===== config.mk =====
export PLATFORM = sky130hd
export DESIGN_NAME = stream_msg_encryptor
export DESIGN_NICKNAME = d
export VERILOG_FILES = /design/src/rtl/stream_msg_encryptor_pkg.sv /design/src/rtl/stream_msg_encryptor_key_regfile.sv /design/src/rtl/stream_msg_encryptor.sv
export SDC_FILE = /design/constraint.sdc
export NUM_CORES = 1
export LEC_CHECK = 0
export ABC_AREA = 1
export CAP_MARGIN = 20
export CORE_ASPECT_RATIO = 0.9
export CORE_UTILIZATION = 25
export CTS_CLUSTER_SIZE = 40
export DETAILED_ROUTE_END_ITERATION = 6
export PLACE_DENSITY = 0.55
export RECOVER_POWER = 100
export SLEW_MARGIN = 15
export SYNTH_ARGS = -nofsm -noshare
export SYNTH_HDL_FRONTEND = slang
export SYNTH_SLANG_ARGS = --single-unit

===== constraint.sdc =====
create_clock -name clk -period 3.5 [get_ports clk]
set_input_delay 0.7 -clock clk [delete_from_list [all_inputs] [get_ports clk]]
set_output_delay 0.7 -clock clk [all_outputs]
set_load 0.005 [all_outputs]

===== src/rtl/stream_msg_encryptor_pkg.sv =====
// Shared types and byte cipher helpers for the message encryptor and its
// matching decryptor.
package enc_pkg;

    typedef logic [7:0] byte_t;

    typedef enum logic {
        FILL = 1'b0,
        HOLD = 1'b1
    } state_t;

    // Carry out of bit 7 is dropped, so encryption is addition mod 256.
    function automatic byte_t enc_byte(input byte_t p, input byte_t k);
        return p + k;
    endfunction

    function automatic byte_t dec_byte(input byte_t c, input byte_t k);
        return c - k;
    endfunction

endpackage


===== src/rtl/stream_msg_encryptor_key_regfile.sv =====
// SEC_LEN-byte key store: one gated write port, one asynchronous read port.
module key_regfile
    import enc_pkg::*;
#(
    parameter  int unsigned SEC_LEN = 3,
    localparam int unsigned KIDX_W  = $clog2(SEC_LEN > 1 ? SEC_LEN : 2)
) (
    input  logic              clk,
    input  logic              rst,
    input  logic              i_we,
    input  logic [KIDX_W-1:0] i_waddr,
    input  byte_t             i_wdata,
    input  logic [KIDX_W-1:0] i_raddr,
    output byte_t             o_rdata
);

    byte_t r_key [0:SEC_LEN-1];
    logic  w_addr_ok;

    // One extra bit so SEC_LEN itself is representable when it is a power of two.
    assign w_addr_ok = ({1'b0, i_waddr} < (KIDX_W + 1)'(SEC_LEN));

    always_ff @(posedge clk) begin
        if (rst) begin
            for (int unsigned i = 0; i < SEC_LEN; i++) begin
                r_key[i] <= '0;
            end
        end else if (i_we && w_addr_ok) begin
            r_key[i_waddr] <= i_wdata;
        end
    end

    assign o_rdata = r_key[i_raddr];

endmodule


===== src/rtl/stream_msg_encryptor.sv =====
// Byte-stream encryptor: adds a repeating key to each plaintext byte and
// presents MSG_LEN cipher bytes as one registered array.
module stream_msg_encryptor
    import enc_pkg::*;
#(
    parameter  int unsigned MSG_LEN = 10,
    parameter  int unsigned SEC_LEN = 3,
    localparam int unsigned IDX_W   = $clog2(MSG_LEN > 1 ? MSG_LEN : 2),
    localparam int unsigned KIDX_W  = $clog2(SEC_LEN > 1 ? SEC_LEN : 2)
) (
    input  logic              clk,
    input  logic              rst,
    input  logic              key_we,
    input  logic [KIDX_W-1:0] key_addr,
    input  byte_t             key_data,
    input  logic              in_valid,
    input  byte_t             in_data,
    output logic              in_ready,
    output logic              out_valid,
    input  logic              out_ready,
    output byte_t             text_out [0:MSG_LEN-1],
    output logic              busy
);

    state_t             r_state;
    state_t             w_state_nxt;
    logic [IDX_W-1:0]   r_pos;
    logic [KIDX_W-1:0]  r_kidx;
    byte_t              r_buf [0:MSG_LEN-1];

    logic               w_accept;
    logic               w_last;
    logic               w_key_we;
    logic [KIDX_W-1:0]  w_kidx_inc;
    byte_t              w_key;

    assign w_accept = in_valid && (r_state == FILL);
    assign w_last   = (r_pos == IDX_W'(MSG_LEN - 1));
    // Key may only change at a message boundary so one message never mixes keys.
    assign w_key_we = key_we && (r_state == FILL) && (r_pos == '0);

    key_regfile #(
        .SEC_LEN (SEC_LEN)
    ) u_key_regfile (
        .clk     (clk),
        .rst     (rst),
        .i_we    (w_key_we),
        .i_waddr (key_addr),
        .i_wdata (key_data),
        .i_raddr (r_kidx),
        .o_rdata (w_key)
    );

    always_ff @(posedge clk) begin
        if (rst) begin
            r_state <= FILL;
        end else begin
            r_state <= w_state_nxt;
        end
    end

    always_comb begin
        w_state_nxt = r_state;
        in_ready    = 1'b0;
        out_valid   = 1'b0;
        case (r_state)
            FILL: begin
                in_ready = 1'b1;
                if (w_accept && w_last) begin
                    w_state_nxt = HOLD;
                end
            end
            HOLD: begin
                out_valid = 1'b1;
                if (out_ready) begin
                    w_state_nxt = FILL;
                end
            end
            default: w_state_nxt = FILL;
        endcase
    end

    always_comb begin
        w_kidx_inc = r_kidx + 1'b1;
        if (r_kidx == KIDX_W'(SEC_LEN - 1)) begin
            w_kidx_inc = '0;
        end
    end

    always_ff @(posedge clk) begin
        if (rst) begin
            r_pos  <= '0;
            r_kidx <= '0;
            for (int unsigned i = 0; i < MSG_LEN; i++) begin
                r_buf[i] <= '0;
            end
        end else if (w_accept) begin
            r_buf[r_pos] <= enc_byte(in_data, w_key);
            if (w_last) begin
                r_pos  <= '0;
                r_kidx <= '0;
            end else begin
                r_pos  <= r_pos + 1'b1;
                r_kidx <= w_kidx_inc;
            end
        end
    end

    assign busy     = (r_state == HOLD) || (r_pos != '0);
    assign text_out = r_buf;

endmodule


==> impl_metrics.toml, run 1 <==
[place]
portBuffers = 105
dp_cells = 952
dp_hpwl_microns = 10020
gp_congestion = 0.7687

[layout]
num-fill-cells = 2088
drive_gt1_share_pct = 7.819
nets = 747
stdcell_count = 984
area_growth_pct = 37.09
regArea_sq_um = 2743
multi_input_area_sq_um = 1961
n_antenna_cell = 0

[die]
initial_utilization_pct = 25.61
rows = 49
die_w_microns = 153.1
core_area_sq_um = 20050
dieArea_sq_um = 21120
ios = 106
die_h_microns = 138.0

[logic_synthesis]
async_flop_share_pct = 0
synthTopCellsByArea = "dfxtp_1 (35%), edfxtp_1 (19%), nand2_1 (6.6%), nor2_1 (6.1%), inv_1 (5.8%)"
synth_cells = 601
synth.largest_area_cell = "dfxtp_1"
syn_area_sq_um = 5135
synth-edff-count = 32
yosys_warnings = 0
netlist.area_leader.share_pct = 34.70
ys.flop_type = "dfxtp_1"
yosysSeqAreaShare_pct = 53.41
synth.most_common_cell = "nand2_1"
synth_cell_type_count = 39
ys_ff_latch = 121
avgSynthCellArea_sq_um = 8.544
synth_commonest_cells = "nand2_1 (90), dfxtp_1 (89), nor2_1 (84)"

[cts]
cts_buffer_depth = 2
clock-sinks = 121
cts_made_buffers = 17
cts.clk_slew.worst_paths_ns = 0.06
root_buffer = "clkbuf_16"
clk_latency_ns = 0.42
hold_buffers = 0
post_cts_resize_count = 0
cts-htree-levels = 4
post-cts-setup-buffers = 0
cts_tree = "yes"

[outcome]
status = "finished, final reports clean"

[route]
dr.pass1.iters = 4
avgRoutedWirePerCell_microns = 14.90
vias_per_cell = 4.216
ant_nets = 0
wirelength_microns = 14660
drt_iter0_markers = 236
drc = 0
via_count = 4149

[pwr]
p_leak_nw = 3.311
ir_drop_uv = 348.8
power_density_nw_per_um2 = 538.0

[sta]
slew_headroom_pct = 0.3673
fin_skew_ns = 0.006537
slew_violations = 0
final.setup.tns_ns = 0
worstMarginPinSlew_ns = 1.494
finalHoldViolCount = 0
fin_crit_ns = 2.994
fmax_ghz = 0.3340
period_share_pct = 85.54
whs_ns = 0.4526
setup_viol = 0
rsz0062_at_grt = "no"

[worst_setup_path]
r2r-end = "text_out[68]"
cp-end-kind = "flip-flop"
cp.required_ns = 3.50
r2r_cells = 12
worstSetupStartpointType = "input pin"
r2r_slack_ns = 0.57
crit_type = "input pin to flip-flop"
crit_arrival_ns = 3.00
crit_fanout = 72

[min_path]
whs_path_depth = 2
worst_hold_path_type = "flip-flop to flip-flop"
whs_endpoint = "text_out[4]"
min_from = "text_out[4]"

[global_route]
grt_pass1_vias = 3873
grt-ovfl-total = 0
track_usage_pct = 14.39
grt_pass1_wl_microns = 22490
antenna_found_initial = 0
grt_max_degree = 73

[job]
drv_cap = 0
layout make-up:
cell class | count | share of cell area, %
Sequential cell | 121 | 38.96
Multi-Input combinational cell | 379 | 27.85
Timing Repair Buffer | 111 | 15.43
Clock buffer | 18 | 6.239
Inverter | 86 | 4.586
Tap cell | 255 | 4.533
Clock inverter | 14 | 2.400
per-stage QoR:
stage	utilization [%]	instance area (sq um)	total power, mW	setup WS [ns]
2_1_floorplan	-	5161	1.808	0.9955
5_1_grt	35.11	7039	3.949	0.2842
4_1_cts	35.31	7079	3.871	0.6939
3_5_place_dp	32.28	6471	2.028	0.6528
3_3_place_gp	32.28	6471	2.030	0.6721
6_report	35.11	7039	3.787	0.5060
flip-flops by register name, indices dropped and copies added (netlist names), named ones only:
name	flops
text_out	80
u_key_regfile.r_key	32
r_pos	4
r_kidx	2
r_state	1
how the worst max path moves through the flow:
stage	start	end	cells after the start	slack, ns
2_1_floorplan	flip-flop	text_out[78]	15	1.0
5_1_grt	rst	u_key_regfile.r_key[0][5]	4	0.28
3_5_place_dp	in_data[0]	text_out[54]	11	0.65
6_report	rst	u_key_regfile.r_key[0][5]	4	0.51
4_1_cts	flip-flop	text_out[18]	9	0.69
3_3_place_gp	in_data[0]	text_out[38]	11	0.67
cells in the final DEF, fill, tap and decap left out, types with 15 or more instances in the layout:
cell and count:
a21oi_1 30, clkbuf_16 17, clkdlybuf4s50_1 15, dfxtp_1 89, dlygate4sd3_1 90, edfxtp_1 32
inv_1 82, nand2_1 92, nand3_1 34, nor2_1 84, o21a_1 29, o21ai_0 50
critical path, cell delays in order:
cell and delay (ns):
clkdlybuf4s50_1 0.43, inv_1 0.12, clkbuf_2 1.10, nand2_1 0.65
kinds of logic after synthesis:
group,after synthesis,share of synthesized area (%)
xor+xnor,3,0.6580
fa+ha+maj,8,2.095
buf+inv,108,8.333
flops,121,53.41
other cells,1,0.07303
simple gates,231,20.30
compound gates,129,15.13
power breakdown:
group          total [mW]  internal [mW]  switching, mW
combinational       0.451          0.149          0.302
clock                1.82           1.14          0.678
sequential           1.52           1.49         0.0256
total                3.79           2.78           1.01
routing by layer:
metal	share of wire (%)	GRT usage (%)
met2	43	21.64
met4	1.2	5.219
met1	48	19.05
met3	7.3	4.938
met5	0	0
Note: power is estimated with default switching activity, not from simulation.
==> run 2, diff against run 1 <==
--- a/config.mk
+++ b/config.mk
@@ -17,3 +17,4 @@
 export SYNTH_ARGS = -nofsm -noshare
 export SYNTH_HDL_FRONTEND = slang
 export SYNTH_SLANG_ARGS = --single-unit
+export TNS_END_PERCENT = 50
==> results of run 2 <==
Same layout as run 1: the final DEF is identical, and so are final timing and power.
